[config.mk]
export PLATFORM = sky130hd
export DESIGN_NAME = fp_unpack_pipe
export DESIGN_NICKNAME = d
export VERILOG_FILES = /design/src/rtl/fp_unpack_pipe.sv
export SDC_FILE = /design/constraint.sdc
export NUM_CORES = 1
export LEC_CHECK = 0
export ABC_AREA = 1
export BUFFER_PORTS_ARGS = -buffer_cell sky130_fd_sc_hd__buf_2
export CORE_UTILIZATION = 40
export CTS_CLUSTER_DIAMETER = 30
export DETAILED_ROUTE_END_ITERATION = 8
export PLACE_DENSITY = 0.6
export SLEW_MARGIN = 30
export SYNTH_ARGS = -nofsm -noshare
export SYNTH_HDL_FRONTEND = slang
export SYNTH_SLANG_ARGS = --single-unit
[constraint.sdc]
create_clock -name clk -period 14.3 [get_ports clk]
set_input_delay 2.86 -clock clk [delete_from_list [all_inputs] [get_ports clk]]
set_output_delay 2.86 -clock clk [all_outputs]
set_load 0.02 [all_outputs]
[src/rtl/fp_unpack_pipe.sv]
// fp_unpack_pipe: two-stage IEEE-754 single/double operand unpacker with class decode and denormal pre-normalisation
module fp_unpack_pipe (
  input  logic        clk,
  input  logic        rst,
  input  logic        in_valid,
  output logic        in_ready,
  input  logic [63:0] fa,
  input  logic        db,
  output logic        out_valid,
  input  logic        out_ready,
  output logic        sa,
  output logic [12:0] ea,
  output logic [52:0] fna,
  output logic [5:0]  lza,
  output logic        dbo,
  output logic        ZERO,
  output logic        INF,
  output logic        NAN,
  output logic        SNAN,
  output logic        DENORM
);
  logic        s1_v, s2_v, s1_load, s2_load;
  logic [10:0] e, emax;
  logic [51:0] f;
  logic [5:0]  clz;
  logic        ez, em, fz;
  logic [4:0]  c;
  logic        s1_s, s1_db;
  logic [10:0] s1_e;
  logic [51:0] s1_f;
  logic [5:0]  s1_lz;
  logic [4:0]  s1_c;
  logic [12:0] bias, ea_n;
  assign s2_load   = !s2_v || out_ready;
  assign s1_load   = !s1_v || s2_load;
  assign in_ready  = s1_load;
  assign out_valid = s2_v;
  assign e    = db ? fa[62:52] : {3'b0, fa[30:23]};
  assign f    = db ? fa[51:0] : {fa[22:0], 29'b0};
  assign emax = db ? 11'h7ff : 11'h0ff;
  assign ez   = e == 11'd0;
  assign em   = e == emax;
  assign fz   = f == 52'd0;
  assign c    = {ez && fz, em && fz, em && !fz, em && !fz && !f[51], ez && !fz};
  always_comb begin
    clz = 6'd0;
    for (int i = 0; i < 52; i++) if (f[i]) clz = 6'(51 - i);
  end
  always_ff @(posedge clk or posedge rst) begin
    if (rst) begin
      s1_v  <= 1'b0;
      s1_s  <= 1'b0;
      s1_db <= 1'b0;
      s1_e  <= '0;
      s1_f  <= '0;
      s1_lz <= '0;
      s1_c  <= '0;
    end else if (s1_load) begin
      s1_v  <= in_valid;
      s1_s  <= db ? fa[63] : fa[31];
      s1_db <= db;
      s1_e  <= e;
      s1_f  <= f;
      s1_lz <= c[0] ? clz + 6'd1 : 6'd0;
      s1_c  <= c;
    end
  end
  assign bias = s1_db ? 13'd1023 : 13'd127;
  assign ea_n = s1_c[4] ? 13'd0 : s1_c[0] ? 13'd1 - bias - {7'b0, s1_lz} : {2'b0, s1_e} - bias;
  always_ff @(posedge clk or posedge rst) begin
    if (rst) begin
      s2_v <= 1'b0;
      sa   <= 1'b0;
      ea   <= '0;
      fna  <= '0;
      lza  <= '0;
      dbo  <= 1'b0;
      {ZERO, INF, NAN, SNAN, DENORM} <= '0;
    end else if (s2_load) begin
      s2_v <= s1_v;
      if (s1_v) begin
        sa   <= s1_s;
        ea   <= ea_n;
        fna  <= {s1_e != 11'd0, s1_f} << s1_lz;
        lza  <= s1_lz;
        dbo  <= s1_db;
        {ZERO, INF, NAN, SNAN, DENORM} <= s1_c;
      end
    end
  end
endmodule

After elaboration in Yosys (flattened, before gate mapping). Cells that the tools add are included.

Add/subtract/negate cells: 4. Reductions and logical operators: 15. Shift operators: 1. Multiplexer cells: 60. Equal/unequal tests: 1.

Operators with widths (count): $mux 6 (53); $shl 53x6->53 (1); $logic_not 52->1 (1); $mux 52 (1); $mux 13 (2); $mux 11 (2); $sub 11x10->12 (1); $sub 11x7->12 (1); $eq 11x11->1 (1); $logic_not 11->1 (1); $reduce_bool 11->1 (1); $sub 1x10->11 const A (1); $mux 10 (1); $add 6x1->6 const B (1); $logic_and 1x1->1 (5); $logic_not 1->1 (4); $logic_or 1x1->1 (2); $reduce_and 2->1 (1); $mux 1 (1).

Output and inout port bits: 81. Bits in registers: 157. Input bits: 69.

Depth between registers and ports, before layout. Gate-level depths: netlist (run 1).

Depth in word-level cells: 55. Gate-level depth with buffers: 56. Depth with buffers taken out: 56.

Least setup slack after synthesis (run 1). No wires, ideal clock.

Path type: input to output. Start: input out_ready. End: output in_ready. Cell stages on the path: 5. Arrival time: 3.431 ns. Path slack: 8.009 ns. Required time: 11.440 ns. Path through: inv_1 nand2_1 nor2_1 inv_1 buf_4.

Cells in the longest elaborated chain, start to end: 2.

RTL lines: start, declared (line 10) `input logic out_ready,`; $logic_or 1x1->1 (line 34) `assign s2_load = !s2_v || out_ready;`; $logic_or 1x1->1 (line 35) `assign s1_load = !s1_v || s2_load;`; end, declared (line 6) `output logic in_ready,`.

No other way between the ends.

Worst setup path in the final report (run 1). Ends and elaborated chain as after synthesis.

==> results_dict.tcl, run 1 <==
set metrics [dict create \
    drt_wl_total_microns 32140 \
    dp.cells 1834 \
    p_total_mw 1.336 \
    hold_buffers 0 \
    io_pins 150 \
    r2r-start "s1_lz[0]" \
    die_y_microns 160.9 \
    setup_viol 0 \
    synth_adder_area_share 0.008673 \
    max_cap_violations 0 \
    routed_via_density 5.480 \
    cts_resized 0 \
    die_w_microns 160.9 \
    hold_start "fna[43]" \
    synth_cell_type_count 48 \
    crit_slowest_cell "inv_1" \
    gp_congestion 0.9458 \
    max-vdd-ir-drop_uv 54.09 \
    hold_violations 0 \
    dp_hpwl_microns 24410 \
    ys_seq_area_frac 0.3866 \
    power.density_nw_per_um2 115.2 \
    hold_path_end "fna[43]" \
    synth_area_leaders "dfrtp_1 (39%), nand2_1 (17%), o21ai_1 (6.7%), o21ai_0 (4.7%), nand3_1 (3.9%)" \
    fin_crit_ps 7528 \
    start_util 0.4116 \
    synth.area.mux_share 0.03308 \
    fin_crit_sh 0.5265 \
    clk_latency_ps 430 \
    path_depth 7 \
    synth_edf_count 0 \
    setup_tns_ps 0 \
    gr-total-overflow 0 \
    critical_path_class "primary input to output pin" \
    slew_viol_final 0 \
    coreArea_sq_um 24530 \
    slowest_delay_ps 560 \
    ff2ff_path_depth 10 \
    synthFlopType "dfrtp_1" \
    drt-pass1-iter-count 5 \
    reg2reg_setup_slack_ps 11180 \
    p_leak_nw 5.670 \
    cts_made_buffers 17 \
    final_nets 1605 \
    grt_pass1_wl_microns 50940 \
    io_buffers 149 \
    fmax_ghz 0.1328 \
    cts.htree.levels 4 \
    syn-cell-area_sq_um 10100 \
    dieArea_sq_um 25890 \
    crit_arrival_ps 4670 \
    post_cts_buffers 0 \
    syn-instance-count 1439 \
    tritoncts "yes" \
    yosys.area.top_type "dfrtp_1" \
    wl_per_cell_microns 17.22 \
    worst_r2r_endpoint "fna[49]" \
    synth-simple-area-share 0.2778 \
    async_flop_share 1.000 \
    stdcell_count 1866 \
    track_usage 0.2485 \
    synth_top_family_by_area "simple AND/OR/NAND/NOR gates" \
    rows 57 \
    holdPathStages 2 \
    synth_compound_area_frac 0.2158 \
    slew_headroom 0.4003 \
    ys_warn_count 0 \
    grt_max_degree 122 \
    ys_ff_latch 156 \
    yosys.area.top_type_share 0.3866 \
    drt_iter0_drc 1020 \
    final.setup_skew_ps 14.62 \
    worstMarginPinSlew_ps 899.6 \
    synth_nets 1515 \
    cp_num_buf_inv 5 \
    cp_top_family "buffers and inverters" \
    layout-drive-gt1-share 0.1537 \
    final_util 0.4727 \
    yosys.area_share.xor_xnor 0.001735 \
    vias 10230 \
    worstSetupEndpointType "output pin" \
    antenna_cells 0 \
    worstPathMaxFanout 121 \
    grt_pass1_vias 9042 \
    avgSynthCellArea_sq_um 7.018 \
    crit_required_ps 11440 \
    clk_pin_slew_ps 60 \
    worstHoldPathType "register to register" \
    ant_nets 0 \
    drc_errors 0 \
    cts.sinks 156 \
    outcome "finished clean" \
    crit_chain "buf_2 -> inv_1 -> nand2_1 -> nor2_4 -> buf_6 -> inv_1 -> buf_2" \
    clockBufferDepth 2 \
    antenna_found_initial 0 \
    clockRootBuffer "clkbuf_16" \
    critPathLaunchType "primary input" \
    rsz0062_at_grt "false" \
    synthToLayoutAreaGrowth_pct 14.83 \
]
-- routing by layer --
layer	vias up	track usage	wire length, microns
met5	-	0	0
met2	352	0.3487	13160
met1	4771	0.3916	16490
met4	0	0.08705	886
met3	49	0.02324	1603
li1	5053	-	-
-- worst reg2reg max path: stages, from the launching register on --
cell and delay [ps]:
dfrtp_2 340, buf_4 490, inv_2 480, nand2_1 180
nand2_1 80, o21ai_0 310, mux2i_1 230, mux2i_1 240
o22ai_1 170, a21oi_1 350, o21ai_1 90
-- cells in the mapped netlist (2+ instances only) --
cell type and instances:
a21oi_1 28, a22o_1 23, a22oi_1 3, a31oi_1 11, a32o_1 14, a32oi_1 3
and3_1 2, buf_1 16, buf_4 9, clkbuf_1 64, clkinv_1 5, dfrtp_1 156
ha_1 7, inv_1 87, inv_2 14, mux2i_1 27, mux2i_2 3, nand2_1 463
nand2_2 10, nand3_1 79, nand4_1 17, nor2_1 69, nor3_1 10, nor4_1 8
o2111ai_1 2, o211ai_1 11, o21ai_0 94, o21ai_1 135, o21ai_2 9, o221ai_1 4
o22ai_1 18, o311ai_1 2, o31ai_1 2, o32ai_1 2, o41ai_1 2, or2_1 17
or2_2 2
-- report_power, final --
group          leakage (nW)  switching [mW]  internal (mW)
registers              1.97          0.0420          0.497
logic                  3.41           0.219          0.110
clock network         0.293           0.193          0.274
total                  5.67           0.454          0.881
-- flip-flops by register name, indices dropped and copies added, names as in the netlist, 5 cells and up --
name   flops
ea        12
fna       53
lza        6
s1_c       5
s1_e      11
s1_f      52
s1_lz      6
-- logic make-up (layout without fill, tap and decap cells) --
logic type               after synthesis  after routing
AND/OR/NAND/NOR                      679            679
flip-flops                           156            156
XOR/XNOR                               2              2
AO/OA/AOI/OAI                        368            368
buffers and inverters                196            299
adder cells (fa/ha/maj)                7              7
multiplexers                          31             31
-- placed cells by master (no fill, tap or decap), drive strengths merged, types with 20 or more instances in the layout --
cell / instances
clkbuf: 22
mux2i: 31
dfrtp: 156
or2: 20
o21ai: 238
nand2: 473
buf: 160
a22o: 23
nor2: 70
inv: 103
nand3: 79
a21oi: 29
-- final cells by class --
type,count,area [sq um]
clock buffer,22,474.2
clock inverter,10,131.4
fill,2592,12940
inverter,107,407.9
multi-input combinational,1087,5436
sequential,156,3905
tap,324,405.4
timing repair buffer,160,835.8
-- how the worst max path moves through the flow --
stage,from,endpoint,slack [ps]
4_1_cts,out_ready,in_ready,6480
3_5_place_dp,out_ready,in_ready,6490
6_report,out_ready,in_ready,6770
3_3_place_gp,out_ready,in_ready,6470
2_1_floorplan,rst,DENORM,7230
5_1_grt,out_ready,in_ready,6570
-- through the flow --
step	hold slack [ps]	instance area, sq um	setup slack [ps]
2_1_floorplan	447.7	10100	7233
3_3_place_gp	461.5	10980	6468
3_5_place_dp	462.2	10980	6486
4_1_cts	479.4	11590	6484
5_1_grt	492.6	11600	6575
6_report	474.9	11600	6772
No activity file was read; power rests on OpenSTA's default activity.
==> run 2, diff against run 1 <==
Clock period 14.3 ns to 7.4 ns, I/O delays scaled along.
==> results_dict.tcl, run 2 (same netlist as run 1, synthesis figures left out) <==
set metrics [dict create \
    clkPwrFrac 0.336 \
    track_usage 0.2527 \
    dieArea_sq_um 25890 \
    final_cell_area_sq_um 11540 \
    fin_crit_ps 5034 \
    dp_hpwl_microns 24450 \
    fin_crit_sh 0.6802 \
    slew_viol_final 0 \
    placed_area_sq_um 10980 \
    drt_wl_total_microns 32170 \
    io_pins 150 \
    final.setup_skew_ps 17.62 \
    drt-pass1-iter-count 5 \
    pwr-share-seq 0.413 \
    largest_reg_flops 53 \
    cts_made_buffers 17 \
    ant_nets 0 \
    cts.htree.levels 4 \
    critPathLaunchType "primary input" \
    final_nets 1605 \
    gp_congestion 0.9318 \
    rsz0062_at_grt "false" \
    grt_max_degree 121 \
    worstSetupEndpointType "register" \
    routed_via_density 5.443 \
    p_int_mw 1.613 \
    max_cap_violations 0 \
    slowest_delay_ps 430 \
    crit_required_ps 7680 \
    p_sw_mw 0.9116 \
    gr-total-overflow 0 \
    dp.cells 1834 \
    tritoncts "yes" \
    max-vdd-ir-drop_uv 149.6 \
    wl_per_cell_microns 17.24 \
    swShare 0.3611 \
    crit_top_cell "nand2_1" \
    clockRootBuffer "clkbuf_16" \
    clk_latency_ps 440 \
    die_w_microns 160.9 \
    regMostFlops "fna" \
    post_cts_buffers 0 \
    crit_arrival_ps 5310 \
    io_buffers 149 \
    grt_pass1_vias 9156 \
    drc_errors 0 \
    timing.final.ws_setup_ps 2366 \
    grt_pass1_wl_microns 51530 \
    die_y_microns 160.9 \
    hold_violations 0 \
    cts_resized 0 \
    setup_viol 0 \
    slew_headroom 0.4114 \
    worstMarginPinSlew_ps 882.9 \
    critical_path_class "primary input to register" \
    power.density_nw_per_um2 218.8 \
    vias 10160 \
    ff2ff_path_depth 12 \
    pwr-share-comb 0.251 \
    cts.sinks 156 \
    clockBufferDepth 2 \
    reg.largest.list "fna: 53 flops, s1_f: 52 flops, ea: 12 flops" \
    final_cell_mix "nand2_1 (462), dfrtp_1 (155), buf_2 (149)" \
    setup_tns_ps 0 \
    coreArea_sq_um 24530 \
    outcome "finished clean" \
    antenna_found_initial 0 \
    p_leak_nw 5.650 \
    drt_iter0_drc 873 \
    fmax_ghz 0.1987 \
    worstPathMaxFanout 30 \
    fillers 2581 \
    hold_buffers 0 \
    holdPathStages 2 \
    synthToLayoutAreaGrowth_pct 14.24 \
    start_util 0.4116 \
    worstHoldPathType "register to register" \
    p_total_mw 2.525 \
    layout-drive-gt1-share 0.1550 \
    crit_slowest_cell "buf_2" \
    rows 57 \
    antenna_cells 0 \
    stdcell_count 1866 \
    clk_pin_slew_ps 70 \
    final_common_cell "nand2_1" \
    pre_cts_ws_ps 1950 \
]
run 2: changes by cell type in the layout (fill, tap and decap cells not counted), moves of 2 or more:
cell,previous run,this run
clkinv_2,1,4
bufinv_16,2,0
clkinv_4,5,1
clkbuf_1,2,0
inv_6,2,9
clkbuf_8,3,0
run 2: cell type report:
class	instances	area [sq um]	area share
Sequential cell	156	3905	0.3385
Clock inverter	15	123.9	0.01074
Clock buffer	17	425.4	0.03688
Tap cell	324	405.4	0.03514
Timing Repair Buffer	160	832.0	0.07213
Multi-Input combinational cell	1087	5436	0.4713
Inverter	107	407.9	0.03536
run 2: power by group through the flow:
stage / sequential, mW / clock [mW] / combinational (mW)
floorplan: 1.12 / 0 / 0.343
global placement: 1.06 / 0 / 0.627
detailed placement: 1.06 / 0 / 0.632
CTS: 1.04 / 0.859 / 0.634
global route: 1.06 / 0.895 / 0.704
finish: 1.04 / 0.848 / 0.634
run 2: critical path, delay by kind of cell:
kind / cells / cell delay [ps]
and+or+nand+nor: 51 / 2990
adders and majority gates: 1 / 180
buffers and inverters: 1 / 430
AOI/OAI and AO/OA: 2 / 260
run 2: routing by layer:
| metal | track usage | up-vias | part of all wire |
|---|---|---|---|
| li1 | - | 5053 | - |
| met1 | 0.3967 | 4704 | 0.51 |
| met2 | 0.3562 | 353 | 0.42 |
| met3 | 0.02608 | 47 | 0.048 |
| met4 | 0.08405 | 0 | 0.024 |
| met5 | 0 | - | 0 |
run 2: path summary, 6_finish.rpt:
| path | startpoint | end | slack [ps] |
|---|---|---|---|
| min in group asynchronous | rst | ea[10] | 1180 |
| hold / removal | fna[41] | fna[41] | 480 |
| setup reg to reg | s1_lz[0] | fna[50] | 4350 |
| max in group asynchronous | rst | s1_f[30] | 4840 |
| setup / recovery | db | s1_lz[4] | 2370 |
| hold reg to reg | fna[41] | fna[41] | 480 |
run 2: per-stage QoR:
step / utilization / hold WS [ps]
floorplan: - / 447.7
global placement: 0.4477 / 462.9
detailed placement: 0.4477 / 465.7
CTS: 0.4701 / 483.9
global route: 0.4702 / 497.0
finish: 0.4702 / 475.8
==> run 3, diff against run 2 <==
Settings changed: ABC_AREA 1 to 0.
Clock period 7.4 ns to 5.2 ns, I/O delays scaled along.
==> results_dict.tcl, run 3 <==
set metrics [dict create \
    yosys.area.top_type "dfrtp_1" \
    synthTopCellsByCount "nand2_1 (193), dfrtp_1 (156), mux2i_1 (87)" \
    outcome "finished clean" \
    rows 58 \
    wl_per_cell_microns 20.78 \
    final_nets 1292 \
    io_buffers 149 \
    ys_seq_area_frac 0.3727 \
    final_common_cell "nand2_1" \
    antenna_cells 0 \
    synth_most_common_cell "nand2_1" \
    vias 9170 \
    worstHoldPathType "register to register" \
    final_cell_mix "nand2_1 (192), dfrtp_1 (153), buf_2 (148)" \
    hold_violations 0 \
    drc_errors 0 \
    clockBufferDepth 2 \
    clockRootBuffer "clkbuf_16" \
    gr-total-overflow 0 \
    dieArea_sq_um 26840 \
    cts.sinks 156 \
    post_cts_buffers 0 \
    crit_arrival_ps 3820 \
    fin_crit_ps 3510 \
    worstPathMaxFanout 86 \
    io_pins 150 \
    ant_nets 0 \
    cts_made_buffers 17 \
    cts.htree.levels 4 \
    power.density_nw_per_um2 304.1 \
    dp_hpwl_microns 23970 \
    avgSynthCellArea_sq_um 9.302 \
    cts_resized 0 \
    async_flop_share 1.000 \
    ys_warn_count 0 \
    die_y_microns 163.8 \
    final.setup_skew_ps 9.195 \
    regMostFlops "fna" \
    largest_reg_flops 53 \
    coreArea_sq_um 25400 \
    layout-drive-gt1-share 0.2303 \
    rsz0062_at_grt "false" \
    drt_iter0_drc 847 \
    setup_tns_ps 0 \
    clk_latency_ps 430 \
    track_usage 0.2455 \
    reg.largest.list "fna: 53 flops, s1_f: 52 flops, ea: 12 flops" \
    hold_buffers 0 \
    yosys.area.top_type_share 0.3727 \
    grt_max_degree 157 \
    syn-instance-count 1126 \
    fmax_ghz 0.2849 \
    synth_nets 1202 \
    slew_headroom 0.3845 \
    antenna_found_initial 0 \
    grt_pass1_wl_microns 49980 \
    p_leak_nw 5.332 \
    drt_wl_total_microns 32400 \
    grt_pass1_vias 8533 \
    synth_cell_type_count 78 \
    critPathLaunchType "primary input" \
    timing.final.ws_setup_ps 1690 \
    clk_pin_slew_ps 60 \
    die_w_microns 163.8 \
    drt-pass1-iter-count 5 \
    tritoncts "yes" \
    ys_ff_latch 156 \
    gp_congestion 0.9907 \
    slew_viol_final 0 \
    start_util 0.4124 \
    fin_crit_sh 0.6750 \
    critical_path_class "primary input to register" \
    max-vdd-ir-drop_uv 201.9 \
    synth_edf_count 0 \
    syn-cell-area_sq_um 10470 \
    crit_required_ps 5510 \
    worstSetupEndpointType "register" \
    routed_via_density 5.882 \
    worstMarginPinSlew_ps 923.3 \
    synth_area_leaders "dfrtp_1 (37%), mux4_2 (8.6%), mux2i_1 (8.3%), nand2_1 (6.9%), mux2_2 (3.1%)" \
    synthToLayoutAreaGrowth_pct 13.40 \
    pre_cts_ws_ps 1304 \
    max_cap_violations 0 \
    synthFlopType "dfrtp_1" \
    setup_viol 0 \
]
-- run 3: changes by cell type in the layout (fill, tap and decap cells not counted), sizes merged, moves of 33 or more --
cell,change
nand2,-280
o21ai,-146
inv,-88
mux2i,+56
mux4,+40
mux2,+35
nand3,-33
-- run 3: cell families after synthesis --
logic type               after synthesis  share of synthesized area
AO/OA/AOI/OAI                        286                     0.1798
adder cells (fa/ha/maj)                7                   0.008362
flip-flops                           156                     0.3727
buffers and inverters                114                    0.05185
XOR/XNOR                              16                    0.01338
AND/OR/NAND/NOR                      385                     0.1671
multiplexers                         162                     0.2068
-- run 3: layer usage --
metal / GRT usage / wire length (microns) / vias up
met5: 0 / 0 / -
met3: 0.02727 / 2053 / 62
li1: - / - / 4336
met4: 0.08838 / 887 / 0
met1: 0.3844 / 16300 / 4371
met2: 0.3436 / 13160 / 401
-- run 3: area by class of cell --
cell class	count	area (sq um)
inverter	23	90.09
clock inverter	11	111.4
fill	2531	13520
tap	330	412.9
sequential	156	3908
timing repair buffer	162	858.3
multi-input combinational	856	6037
clock buffer	21	460.4
-- run 3: final timing paths --
kind | startpoint | to | slack (ps) | depth (start not counted)
min reg2reg | INF | INF | 470 | 2
max reg2reg | s1_lz[1] | fna[47] | 1940 | 9
min in group asynchronous | rst | ea[7] | 870 | 3
min | INF | INF | 470 | 2
max in group asynchronous | rst | s1_lz[2] | 3730 | 3
max | db | s1_lz[4] | 1690 | 12
-- run 3: power by group --
part | switching [mW] | internal [mW] | leakage [nW]
Combinational | 0.563 | 0.341 | 3.10
Clock | 0.523 | 0.691 | 0.275
Sequential | 0.126 | 1.37 | 1.96
-- run 3: per-stage QoR --
stage                     utilization  power [mW]  cell area (sq um)  hold WS (ps)  std cells
after floorplan                     -       2.088              10480         438.6       1126
after global placement         0.4451       2.401              11310         454.9       1527
after detailed placement       0.4451       2.414              11310         459.5       1527
after CTS                      0.4676       3.631              11880         475.7       1559
after global routing           0.4676       3.788              11880         492.5       1559
final                          0.4676       3.611              11880         471.6       1559
-- run 3: critical path: stages --
cell and delay [ps]:
buf_4 690, buf_4 470, nand3b_2 110, a21oi_1 130
o21ai_1 100, a31o_1 240, a211o_1 330, inv_1 80
ha_1 170, nand2_1 70, xor2_1 160, a22o_1 190
